===== src/rtl/glyph_sprite_scheduler.sv =====
// Per-pixel sprite arbiter sharing one glyph ROM among NUM_SLOTS slots, with
// frame-synchronous shadow->active commit at the start of vertical blank.
module glyph_sprite_scheduler #(
    parameter int NUM_SLOTS   = 4,
    parameter int WIDTH       = 16,
    parameter int HEIGHT      = 16,
    parameter int V_ACTIVE    = 768,
    parameter int ROM_LATENCY = 2
) (
    input  logic        pixel_clk_in,
    input  logic        rst_in,
    input  logic [10:0] hcount_in,
    input  logic [9:0]  vcount_in,
    input  logic        cfg_valid_in,
    output logic        cfg_ready_out,
    input  logic [1:0]  cfg_slot_in,
    input  logic [10:0] cfg_x_in,
    input  logic [9:0]  cfg_y_in,
    input  logic [3:0]  cfg_glyph_in,
    input  logic        cfg_en_in,
    output logic [15:0] rom_addr_out,
    input  logic [7:0]  rom_data_in,
    output logic [11:0] pixel_out,
    output logic        hit_out,
    output logic [1:0]  slot_out,
    output logic        commit_out
);

    logic [10:0] sh_x     [NUM_SLOTS];
    logic [9:0]  sh_y     [NUM_SLOTS];
    logic [3:0]  sh_glyph [NUM_SLOTS];
    logic        sh_en    [NUM_SLOTS];
    logic [10:0] act_x     [NUM_SLOTS];
    logic [9:0]  act_y     [NUM_SLOTS];
    logic [3:0]  act_glyph [NUM_SLOTS];
    logic        act_en    [NUM_SLOTS];

    logic        at_point;
    logic        at_point_q;
    logic        commit_now;
    logic        cfg_fire;

    logic [NUM_SLOTS-1:0] in_box;
    logic [15:0]          slot_addr [NUM_SLOTS];
    logic                 win_hit;
    logic [1:0]           win_slot;
    logic [15:0]          win_addr;

    logic        hit_s1;
    logic [1:0]  slot_s1;
    logic        hit_dly  [ROM_LATENCY];
    logic [1:0]  slot_dly [ROM_LATENCY];
    logic        unused_rom_low;

    // Commit fires only on entry to the commit point, so a stalled raster does not re-commit.
    assign at_point      = (vcount_in == 10'(V_ACTIVE)) && (hcount_in == 11'd0);
    assign commit_now    = at_point && !at_point_q && !rst_in;
    assign commit_out    = commit_now;
    assign cfg_ready_out = !commit_now;
    assign cfg_fire      = cfg_valid_in && cfg_ready_out;
    assign unused_rom_low = ^rom_data_in[3:0];

    // End coordinates carry one extra bit so sprites at the right/bottom edge clip instead of wrapping.
    for (genvar g = 0; g < NUM_SLOTS; g++) begin : g_hit
        logic [11:0] x_end;
        logic [10:0] y_end;
        assign x_end = {1'b0, act_x[g]} + 12'(WIDTH);
        assign y_end = {1'b0, act_y[g]} + 11'(HEIGHT);
        assign in_box[g] = act_en[g]
                           && (hcount_in >= act_x[g]) && ({1'b0, hcount_in} < x_end)
                           && (vcount_in >= act_y[g]) && ({1'b0, vcount_in} < y_end);
        assign slot_addr[g] = 16'(act_glyph[g]) * 16'(WIDTH * HEIGHT)
                              + 16'(vcount_in - act_y[g]) * 16'(WIDTH)
                              + 16'(hcount_in - act_x[g]);
    end

    always_comb begin
        win_hit  = 1'b0;
        win_slot = 2'd0;
        for (int s = NUM_SLOTS - 1; s >= 0; s--) begin
            if (in_box[s]) begin
                win_hit  = 1'b1;
                win_slot = 2'(s);
            end
        end
        win_addr = slot_addr[win_slot];
    end

    always_ff @(posedge pixel_clk_in) begin
        if (rst_in) begin
            for (int s = 0; s < NUM_SLOTS; s++) begin
                sh_x[s]      <= '0;
                sh_y[s]      <= '0;
                sh_glyph[s]  <= '0;
                sh_en[s]     <= 1'b0;
                act_x[s]     <= '0;
                act_y[s]     <= '0;
                act_glyph[s] <= '0;
                act_en[s]    <= 1'b0;
            end
            at_point_q   <= 1'b0;
            rom_addr_out <= '0;
            hit_s1       <= 1'b0;
            slot_s1      <= '0;
            for (int i = 0; i < ROM_LATENCY; i++) begin
                hit_dly[i]  <= 1'b0;
                slot_dly[i] <= '0;
            end
            pixel_out <= '0;
            hit_out   <= 1'b0;
            slot_out  <= '0;
        end else begin
            at_point_q <= at_point;
            if (commit_now) begin
                for (int s = 0; s < NUM_SLOTS; s++) begin
                    act_x[s]     <= sh_x[s];
                    act_y[s]     <= sh_y[s];
                    act_glyph[s] <= sh_glyph[s];
                    act_en[s]    <= sh_en[s];
                end
            end
            if (cfg_fire) begin
                sh_x[cfg_slot_in]     <= cfg_x_in;
                sh_y[cfg_slot_in]     <= cfg_y_in;
                sh_glyph[cfg_slot_in] <= cfg_glyph_in;
                sh_en[cfg_slot_in]    <= cfg_en_in;
            end

            rom_addr_out <= win_hit ? win_addr : 16'd0;
            hit_s1       <= win_hit;
            slot_s1      <= win_slot;

            // Hit/slot travel alongside the ROM read so they meet rom_data_in.
            hit_dly[0]  <= hit_s1;
            slot_dly[0] <= slot_s1;
            for (int i = 1; i < ROM_LATENCY; i++) begin
                hit_dly[i]  <= hit_dly[i-1];
                slot_dly[i] <= slot_dly[i-1];
            end

            pixel_out <= hit_dly[ROM_LATENCY-1]
                         ? {rom_data_in[7:4], rom_data_in[7:4], rom_data_in[7:4]} : 12'd0;
            hit_out   <= hit_dly[ROM_LATENCY-1];
            slot_out  <= slot_dly[ROM_LATENCY-1];
        end
    end

endmodule

===== config.mk =====
export PLATFORM = sky130hd
export DESIGN_NAME = glyph_sprite_scheduler
export DESIGN_NICKNAME = d
export VERILOG_FILES = /design/src/rtl/glyph_sprite_scheduler.sv
export SDC_FILE = /design/constraint.sdc
export NUM_CORES = 1
export LEC_CHECK = 0
export ABC_AREA = 1
export ABC_CLOCK_PERIOD_IN_PS = 7000
export BUFFER_PORTS_ARGS = -buffer_cell sky130_fd_sc_hd__buf_2
export CAP_MARGIN = 20
export CORE_ASPECT_RATIO = 0.6
export CORE_MARGIN = 5
export CORE_UTILIZATION = 68
export CTS_CLUSTER_SIZE = 25
export DETAILED_ROUTE_END_ITERATION = 8
export GPL_ROUTABILITY_DRIVEN = 0
export PLACE_DENSITY_LB_ADDON = 0.25
export SLEW_MARGIN = 20
export SYNTH_ARGS = -nofsm -noshare
export SYNTH_HDL_FRONTEND = slang
export SYNTH_SLANG_ARGS = --single-unit

===== constraint.sdc =====
create_clock -name pixel_clk_in -period 7 [get_ports pixel_clk_in]
set_clock_uncertainty 0.15 [all_clocks]
set_input_delay 1.75 -clock pixel_clk_in [delete_from_list [all_inputs] [get_ports pixel_clk_in]]
set_output_delay 1.75 -clock pixel_clk_in [all_outputs]
set_load 0.03 [all_outputs]

==> results of run 1 <==
## cell usage after synthesis, types with 8 or more instances
| library cell | n | area (um^2) |
|---|---|---|
| a21oi_2 | 9 | 78.8 |
| nand3b_1 | 14 | 105 |
| xor2_1 | 81 | 709 |
| xnor2_1 | 54 | 473 |
| edfxtp_1 | 208 | 6250 |
| nor2_1 | 317 | 1190 |
| a21o_1 | 9 | 67.6 |
| ha_1 | 212 | 2650 |
| dfxtp_1 | 33 | 661 |
| nand3_2 | 13 | 130 |
| nand2_2 | 14 | 87.6 |
| inv_1 | 407 | 1530 |
| nor3_1 | 27 | 135 |
| nand3_1 | 116 | 581 |
| fa_1 | 28 | 561 |
| clkbuf_1 | 14 | 52.6 |
| nand2_1 | 248 | 931 |
| o21ai_0 | 37 | 185 |
| buf_4 | 11 | 82.6 |
| a21oi_1 | 127 | 636 |
| buf_2 | 8 | 40.0 |
| nand4_1 | 28 | 175 |
## per-stage QoR
stage          hold WS [ns]  power [mW]
2_1_floorplan         0.238        2.71
3_3_place_gp          0.240        3.03
3_5_place_dp          0.243        3.09
4_1_cts               0.249        4.31
5_1_grt               0.261        4.57
6_report              0.248        4.36
## how the worst min path moves through the flow
| stage | endpoint | slack [ns] | cells after the start |
|---|---|---|---|
| 3_5_place_dp | hit_dly[0][0] | 0.24 | 2 |
| 2_1_floorplan | hit_dly[0][0] | 0.24 | 2 |
| 5_1_grt | slot_dly[0][0] | 0.26 | 2 |
| 4_1_cts | hit_dly[0][0] | 0.25 | 2 |
| 6_report | hit_dly[0][0] | 0.25 | 2 |
| 3_3_place_gp | hit_dly[0][1] | 0.24 | 2 |
## power breakdown
| group | internal [mW] | switching (mW) |
|---|---|---|
| Clock | 0.667 | 0.559 |
| Sequential | 1.62 | 0.0255 |
| Combinational | 0.528 | 0.960 |
## per-layer routing
metal | part of all wire [%] | track usage (%) | vias up
met5 | 0.31 | 3.67 | -
met4 | 2.5 | 7.27 | 2
met3 | 14 | 9.93 | 95
met2 | 41 | 44.5 | 749
met1 | 42 | 45.6 | 6694
li1 | - | - | 6959
## cells by family (layout without fill, tap and decap cells)
family / Yosys count / in the layout / share of synthesized area (%)
and+or+nand+nor: 809 / 809 / 20.1
buffers and inverters: 458 / 560 / 10.3
DFF: 241 / 241 / 38.5
adders and majority gates: 240 / 240 / 17.9
AOI/OAI and AO/OA: 212 / 212 / 6.64
xor gates and xnor gates: 135 / 135 / 6.59
## flip-flops by register name (all words and copies together), names as in the netlist
register and flops:
hit_out 1, act_x 44, slot_dly 4, sh_y 40, at_point_q 1, slot_s1 2, hit_s1 1, act_y 40
pixel_out 4, act_glyph 16, hit_dly 2, act_en 4, sh_glyph 16, slot_out 2, sh_x 44, rom_addr_out 16
sh_en 4
## final cells by class
type / instances / share of cell area, %
inverters: 417 / 8.08
multi-input cells: 1396 / 47.5
clock buffers: 27 / 3.15
well taps: 360 / 2.32
clock inverters: 15 / 0.581
flip-flops and latches: 241 / 35.6
repair buffers: 101 / 2.77
## critical path, delay by kind of cell
kind,cells,cell delay [ns]
buffers and inverters,4,0.46
AND/OR/NAND/NOR,11,1.22
adder cells (fa/ha/maj),3,1.25
AO/OA/AOI/OAI,7,1.36
XOR/XNOR,1,0.17
==> summary.txt, run 1 <==
Worst setup path
  – FF-to-FF setup slack: 2.05 ns
  – RR Startpoint: act_x[1][2]
  – Crit path top cell by count: nand2_1
  – Worst EP required: 7.29 ns
  – FF-to-FF End: rom_addr_out[14]
  – Slowest stage delay, CP: 0.52 ns
  – CP Data Arrival Time: 6.24 ns
  – Worst Path Max Fanout: 5
  – Reg2Reg Depth: 26
  – Crit path from: hcount_in[2]
  – Slowest stage cell, crit path: fa_1
  – Launching element type of the critical path: primary input
  – Critical path endpoint category: flip-flop
  – Crit Path Category: primary input to flip-flop
  – Setup crit end: rom_addr_out[14]

Detailed routing
  – Via density: 5.67
  – Initial DRC Count: about 1700
  – ANT nets after route: 0
  – # DRC: 0
  – DR pass1 iterations: 6
  – DR WL/cell: 18.1 um
  – Post-Route WL: 46200 um
  – Via count: 14499

Yosys
  – Syn Nets: 2395
  – Synth cell types: 50
  – Mapped Area: 17900 um^2
  – Mapped Avg Cell Area: between 8 and 9 um^2
  – Yosys warns: 0
  – Top_reg_cell synth: edfxtp_1
  – #FFs+latches synth: ~240
  – Asr flop ratio synth: 0%
  – Post-synthesis sequential area ratio: roughly two fifths
  – Post-Synthesis Cells: 2095
  – EDFF count, synth: 208

STA
  – Final Hold Viols: 0
  – Fin crit share: a little under nine tenths
  – Tmin final: 5.95 ns
  – Slew Limit Fails: 0
  – RSZ-0062 raised after global routing: no
  – Slew headroom: 44.3%
  – Slew @ Worst Pin: roughly 0.84 ns
  – Final setup vio count: 0
  – Setup WS post-layout: 1.05 ns
  – Setup TNS: 0 ns
  – Achievable frequency: 168 MHz

Placement
  – IO buf count: 88
  – Cell count after placement: ~2500
  – HPWL after DPL: 36300 um
  – Worst slack at placement: around 0.67 ns
  – Post-DP Area: 18700 um^2

CTS
  – Hold Buf Count CTS: 0
  – Setup Fix Bufs, Post-CTS: 0
  – Maximum clock path buffer count: 3
  – TritonCTS sink count: 241
  – Reg clk slew, reported paths: about 0.060 ns
  – Root buffer cell: clkbuf_16
  – CTS tree: done
  – CTS resizes: 0
  – Worst-Skew Late Latency: 0.55 ns
  – H-tree Lvls: 1
  – Num CTS Buffers: 23

Power
  – Peak VDD IR: 218 uV
  – Leak: 9.32 nW
  – Pwr Density: ~220 nW/um^2

Layout
  – Most frequent cells in the layout: inv_1, nor2_1, nand2_1
  – Final Cell Area: 19400 um^2
  – Fin cells: approximately 2600
  – Final #Nets: 2480
  – Share of post-route cells with drive strength above 1: 9.24%
  – Multi-input gate area: 9210 um^2
  – FF+latch area: 6910 um^2
  – Layout Utilization: between 70% and 80%
  – Area delta synth->final: 8.04%
  – Most common cell after layout, fill and taps aside: inv_1
  – Antenna Cells: 0
  – Fillcell total: between 1500 and 2000

Die
  – Die X: 220 um
  – Site Rows: 46
  – Core Footprint: 26200 um^2
  – Boundary pin count: 93
  – Initial Utilization: 68.5%
  – Die Ht: 136 um
  – Die area: about 30000 um^2

Flow run
  – Max Cap Viol: 0

Global routing
  – Initial antenna violation count: 0
  – Overall routing resource usage: 30.9%
  – Gr ovfl total: 0
  – Vias in the first global route: roughly 14000
  – Pin count of the biggest net entering global routing: 71
  – Global-route wire length before repair: 71100 um

Outcome
  – Outcome: complete, no violations

Min path
  – Hold wc startpoint: hit_s1
  – Hold/Removal Path Class: flip-flop to flip-flop
(Power assumes the default switching activity.)
==> inputs of run 2 (changes only) <==
- ABC_CLOCK_PERIOD_IN_PS: 7000 -> 7700
- clock period: 7 -> 7.7 ns (I/O delays scaled with it)
==> summary.txt, run 2 (synthesis results as in run 1) <==
STA
  – Slew headroom: 34.8% (-9.5 points)
  – RSZ-0062 raised after global routing: no
  – Final Hold Viols: 0 (unchanged)
  – Achievable frequency: 165 MHz
  – Setup TNS: 0 ns (unchanged)
  – Slew Limit Fails: 0 (unchanged)
  – Tmin final: 6.08 ns
  – Fin crit share: around four fifths
  – Final setup vio count: 0 (unchanged)
  – Slew @ Worst Pin: 0.975 ns (+0.140 ns)

Power
  – Pwr Density: 208 nW/um^2 (-7.7%)
  – Leak: 9.31 nW (about the same)
  – Total power: 4.03 mW (-7.6%)
  – Peak VDD IR: 194 uV (-11%)

Layout
  – Area delta synth->final: 8.09% (about the same)
  – Most common cell after layout, fill and taps aside: inv_1
  – Share of post-route cells with drive strength above 1: 8.99% (-0.25 points)
  – Layout Utilization: 74.1% (about the same)
  – Most frequent cells in the layout: inv_1, nor2_1, nand2_1
  – Final #Nets: 2476 (-0.16%)
  – Final Cell Area: 19400 um^2 (about the same)
  – Antenna Cells: 0 (unchanged)
  – Biggest regs: act_x x44, sh_x x44

Flow run
  – Max Cap Viol: 0 (unchanged)

Global routing
  – Pin count of the biggest net entering global routing: 69 (-2.8%)
  – Top Usage Layer GRT: met2
  – Overall routing resource usage: 31.3% (+0.32 points)
  – Global-route wire length before repair: 72000 um (+1.3%)
  – Gr ovfl total: 0 (unchanged)
  – GRT met2 Usage: 46.1% (+1.6 points)
  – Initial antenna violation count: 0 (unchanged)
  – Grt met1 use: 46.1% (+0.47 points)
  – Vias in the first global route: 13770 (+0.92%)
  – GRT met3 Usage: 9.26% (-0.67 points)

Detailed routing
  – ANT nets after route: 0 (unchanged)
  – Post-Route WL: 46700 um (+1.1%)
  – DR pass1 iterations: 6 (unchanged)
  – DR WL/cell: 18.3 um (+1.3%)
  – # DRC: 0 (unchanged)
  – Via count: 14563 (+0.44%)
  – Via density: 5.71 (+0.64%)
  – Initial DRC Count: 1645 (-5.0%)

Worst setup path
  – Worst EP required: 7.99 ns (+0.70 ns)
  – RR Startpoint: act_x[2][2]
  – Worst Path Max Fanout: 5 (unchanged)
  – Crit path from: hcount_in[2]
  – Critical path endpoint category: flip-flop
  – CP Data Arrival Time: 6.37 ns (+0.13 ns)
  – Launching element type of the critical path: primary input
  – Crit Path Category: primary input to flip-flop

CTS
  – Setup Fix Bufs, Post-CTS: 0 (unchanged)
  – CTS resizes: 0 (unchanged)
  – Num CTS Buffers: 23 (unchanged)
  – Hold Buf Count CTS: 0 (unchanged)
  – Root buffer cell: clkbuf_16
  – CTS tree: done
  – Worst-Skew Late Latency: 0.55 ns (about the same)
  – H-tree Lvls: 1 (unchanged)
  – Maximum clock path buffer count: 3 (unchanged)
  – TritonCTS sink count: 241 (unchanged)
  – Reg clk slew, reported paths: 0.07 ns (about the same)

Die
  – Core Footprint: 26200 um^2 (unchanged)
  – Die X: 220 um (unchanged)
  – Die area: 29900 um^2 (unchanged)
  – Initial Utilization: 68.5% (unchanged)
  – Die Ht: 136 um (unchanged)
  – Site Rows: 46 (unchanged)
  – Boundary pin count: 93 (unchanged)

Placement
  – IO buf count: 88 (unchanged)
  – HPWL after DPL: 36100 um (-0.46%)
  – Post-DP Area: 18600 um^2 (-0.16%)

Min path
  – Hold wc startpoint: slot_dly[0][1]
  – Hold/Removal Path Class: flip-flop to flip-flop

Outcome
  – Outcome: complete, no violations
## run 2: changes by cell type in the layout (fill, tap and decap cells not counted), moves of 2 or more
cell       delta
buf_4         -4
bufinv_16     +2
clkbuf_1      +2
clkbuf_8      -2
clkinv_2      -2
inv_6         -2
## run 2: power breakdown
part	switching (mW)	leakage, nW	internal (mW)
Sequential	0.0231	2.39	1.48
Combinational	0.872	6.54	0.476
Clock	0.509	0.378	0.672
Total	1.40	9.31	2.63
## run 2: critical path, cell delays in order
cell and delay (ns):
buf_2 0.18, ha_1 0.40, a21oi_1 0.17, nand2_1 0.10, nand2_1 0.07, nand2_1 0.06, a21oi_1 0.20, o21ai_0 0.15
a21oi_1 0.21, o21ai_0 0.15, nand2_1 0.11, nand2_1 0.08, a21oi_1 0.26, inv_1 0.13, fa_1 0.52, inv_1 0.04
ha_1 0.35, nand2_1 0.10, nor3_1 0.20, nand3_1 0.10, nand4_1 0.11, xor2_1 0.16, inv_1 0.13, nand3_1 0.11
nand3_1 0.09, a21oi_1 0.24
## run 2: cell type report
| type | instances | area (um^2) |
|---|---|---|
| clock buffers | 28 | 616 |
| clock inverters | 13 | 146 |
| fillers | 1873 | 6790 |
| inverters | 417 | 1570 |
| multi-input cells | 1396 | 9210 |
| flip-flops and latches | 241 | 6910 |
| well taps | 360 | 450 |
| repair buffers | 97 | 508 |
## run 2: through the flow
| stage | setup WS [ns] | instances | hold WS [ns] |
|---|---|---|---|
| after detailed placement | 1.25 | 2511 | 0.244 |
| final | 1.62 | 2552 | 0.256 |
| after floorplan | 2.18 | 2095 | 0.238 |
| after CTS | 1.69 | 2552 | 0.255 |
| after global routing | 1.23 | 2552 | 0.267 |
| after global placement | 1.31 | 2511 | 0.239 |
## run 2: path summary, 6_finish.rpt
kind                      endpoint  slack [ns]  depth (start not counted)
setup / recovery  rom_addr_out[14]        1.62                         26
hold / removal      slot_dly[1][1]        0.26                          2
setup reg to reg  rom_addr_out[14]        2.76                         23
hold reg to reg     slot_dly[1][1]        0.26                          2
## run 2: metal layers
metal / part of all wire, % / wire length (um)
met5: 0 / 0
met4: 2.5 / 1160
met3: 14 / 6440
met2: 41 / 19100
met1: 43 / 20000
==> inputs of run 3 (changes only) <==
- ABC_CLOCK_PERIOD_IN_PS: 7700 -> 5700
- CORE_UTILIZATION: 68 -> 63
- clock period: 7.7 -> 5.7 ns (I/O delays scaled with it)
==> summary.txt, run 3 (synthesis results as in run 1) <==
Outcome
  – Outcome: complete, no violations

Global routing
  – Gr ovfl total: 0 (unchanged)
  – Initial antenna violation count: 0 (unchanged)
  – Vias in the first global route: 13816 (+0.33%)
  – Overall routing resource usage: 29.2% (-2.1 points)
  – Pin count of the biggest net entering global routing: 67 (-2.9%)
  – Global-route wire length before repair: 73700 um (+2.4%)

Placement
  – HPWL after DPL: 38100 um (+5.5%)
  – IO buf count: 88 (unchanged)
  – Worst slack at placement: -0.0455 ns (-1.30 ns)
  – Cell count after placement: 2563 (+2.1%)

CTS
  – Worst-Skew Late Latency: 0.56 ns (about the same)
  – H-tree Lvls: 1 (unchanged)
  – Root buffer cell: clkbuf_16
  – Setup Fix Bufs, Post-CTS: 0 (unchanged)
  – CTS resizes: 0 (unchanged)
  – Hold Buf Count CTS: 0 (unchanged)
  – Num CTS Buffers: 24 (+4.3%)
  – Reg clk slew, reported paths: 0.08 ns (about the same)
  – Maximum clock path buffer count: 3 (unchanged)
  – TritonCTS sink count: 241 (unchanged)
  – CTS tree: done

Die
  – Die area: 32100 um^2 (+7.5%)
  – Boundary pin count: 93 (unchanged)
  – Core Footprint: 27800 um^2 (+6.2%)
  – Site Rows: 47 (+2.2%)
  – Die X: 228 um (+3.7%)
  – Die Ht: 141 um (+3.6%)
  – Initial Utilization: 64.5% (-4.0 points)

Detailed routing
  – Via count: 14609 (+0.32%)
  – ANT nets after route: 0 (unchanged)
  – Initial DRC Count: 1691 (+2.8%)
  – Post-Route WL: 47600 um (+1.9%)
  – DR WL/cell: 18.2 um (-0.29%)
  – DR pass1 iterations: 6 (unchanged)
  – # DRC: 0 (unchanged)
  – Via density: 5.60 (-1.8%)

Worst setup path
  – FF-to-FF setup slack: 1.07 ns (-1.69 ns)
  – Slowest stage cell, crit path: fa_1
  – Crit path top cell by count: inv_1
  – Critical path endpoint category: flip-flop
  – FF-to-FF End: rom_addr_out[12]
  – Worst Path Max Fanout: 5 (unchanged)
  – Worst EP required: 6.03 ns (-1.96 ns)
  – RR Startpoint: act_x[1][0]
  – Launching element type of the critical path: primary input
  – Reg2Reg Depth: 24 (+4.3%)
  – Slowest stage delay, CP: 0.45 ns (-0.07 ns)
  – Cell Chain, Critical Path: buf_2, inv_1, ha_1, inv_1, fa_1, inv_1, o21ai_2, a21oi_1, nor3_1, nor2_1, xor2_1, fa_1, inv_1, ha_1, a21oi_1, o21ai_0, a21oi_1, nor2_1, nor2_1, xor2_1, o21ai_0, inv_1, nand2_1, a21oi_1
  – Setup crit end: rom_addr_out[13]
  – CP Data Arrival Time: 5.68 ns (-0.69 ns)
  – Crit Path Category: primary input to flip-flop
  – Crit path from: hcount_in[0]

STA
  – Slew @ Worst Pin: 0.814 ns (-0.162 ns)
  – Setup WS post-layout: 0.351 ns (-1.27 ns)
  – Achievable frequency: 187 MHz
  – Final Hold Viols: 0 (unchanged)
  – Final setup vio count: 0 (unchanged)
  – Slew Limit Fails: 0 (unchanged)
  – Fin crit share: a little over nine tenths
  – Tmin final: about 5.3 ns
  – Slew headroom: 45.8% (+11 points)
  – RSZ-0062 raised after global routing: no

Min path
  – Hold/Removal Path Class: flip-flop to flip-flop
  – Hold depth: 2 (unchanged)

Layout
  – Antenna Cells: 0 (unchanged)
  – Most common cell after layout, fill and taps aside: inv_1
  – Share of post-route cells with drive strength above 1: 11.1% (+2.1 points)
  – Fillcell total: 2139 (+14%)
  – FF+latch area: 6910 um^2 (unchanged)
  – Fin cells: 2607 (+2.2%)
  – Most frequent cells in the layout: inv_1, nor2_1, nand2_1
  – Area delta synth->final: 10.3%
  – Multi-input gate area: 9210 um^2 (unchanged)
  – Biggest regs: act_x x44, sh_x x44
  – Final #Nets: 2522 (+1.9%)

Power
  – Leak: 9.55 nW (+2.6%)
  – Peak VDD IR: 225 uV (+16%)
  – Pwr Density: 279 nW/um^2 (+34%)

Flow run
  – Max Cap Viol: 0 (unchanged)
## run 3: changes by cell type in the layout (fill, tap and decap cells not counted), moves of 3 or more
| cell | previous run | this run |
|---|---|---|
| clkinv_2 | 2 | 5 |
| bufinv_16 | 3 | 0 |
| buf_4 | 9 | 53 |
| clkbuf_8 | 0 | 3 |
## run 3: power by group
| part | leakage (nW) | internal [mW] | switching (mW) | total (mW) |
|---|---|---|---|---|
| clock | 0.401 | 0.887 | 0.728 | 1.62 |
| sequential | 2.39 | 2.00 | 0.0334 | 2.03 |
| combinational | 6.76 | 0.699 | 1.18 | 1.88 |
## run 3: worst max-delay path: cells and delay by family
family	cells	cell delay [ns]
AOI/OAI and AO/OA	7	1.12
and+or+nand+nor	5	0.48
buffers and inverters	6	0.64
xor gates and xnor gates	2	0.61
adders and majority gates	4	1.36
## run 3: area by class of cell
class / count / share of cell area [%]
multi-input cells: 1396 / 46.5
inverters: 417 / 7.92
clock buffers: 33 / 3.57
clock inverters: 11 / 0.512
flip-flops and latches: 241 / 34.9
repair buffers: 142 / 4.33
well taps: 367 / 2.32
## run 3: worst min path at each step
stage | startpoint | end | slack [ns]
finish | slot_dly[0][0] | slot_dly[1][0] | 0.25
global route | slot_dly[1][0] | slot_out[0] | 0.28
CTS | slot_dly[0][0] | slot_dly[1][0] | 0.25
detailed placement | slot_dly[0][0] | slot_dly[1][0] | 0.24
global placement | hit_dly[0][0] | hit_dly[0][1] | 0.24
floorplan | hit_s1 | hit_dly[0][0] | 0.24
## run 3: metrics by stage
stage | TNS (ns) | power, mW | instance area, um^2 | hold WS (ns) | util, %
3_3_place_gp | 0 | 3.81 | 19000 | 0.239 | 68.3
2_1_floorplan | 0 | 3.32 | 17900 | 0.238 | -
3_5_place_dp | -0.0924 | 3.86 | 19000 | 0.244 | 68.3
6_report | 0 | 5.52 | 19800 | 0.254 | 71.2
4_1_cts | 0 | 5.48 | 19800 | 0.253 | 71.2
5_1_grt | 0 | 5.80 | 19800 | 0.283 | 71.2
## run 3: per-layer routing
layer / global-route usage, % / up-vias / routed length, um
met3: 11.5 / 88 / 7410
met2: 40.9 / 752 / 18400
met1: 43.2 / 6739 / 20800
met4: 5.60 / 0 / 990
met5: 0 / - / 0
li1: - / 7030 / -
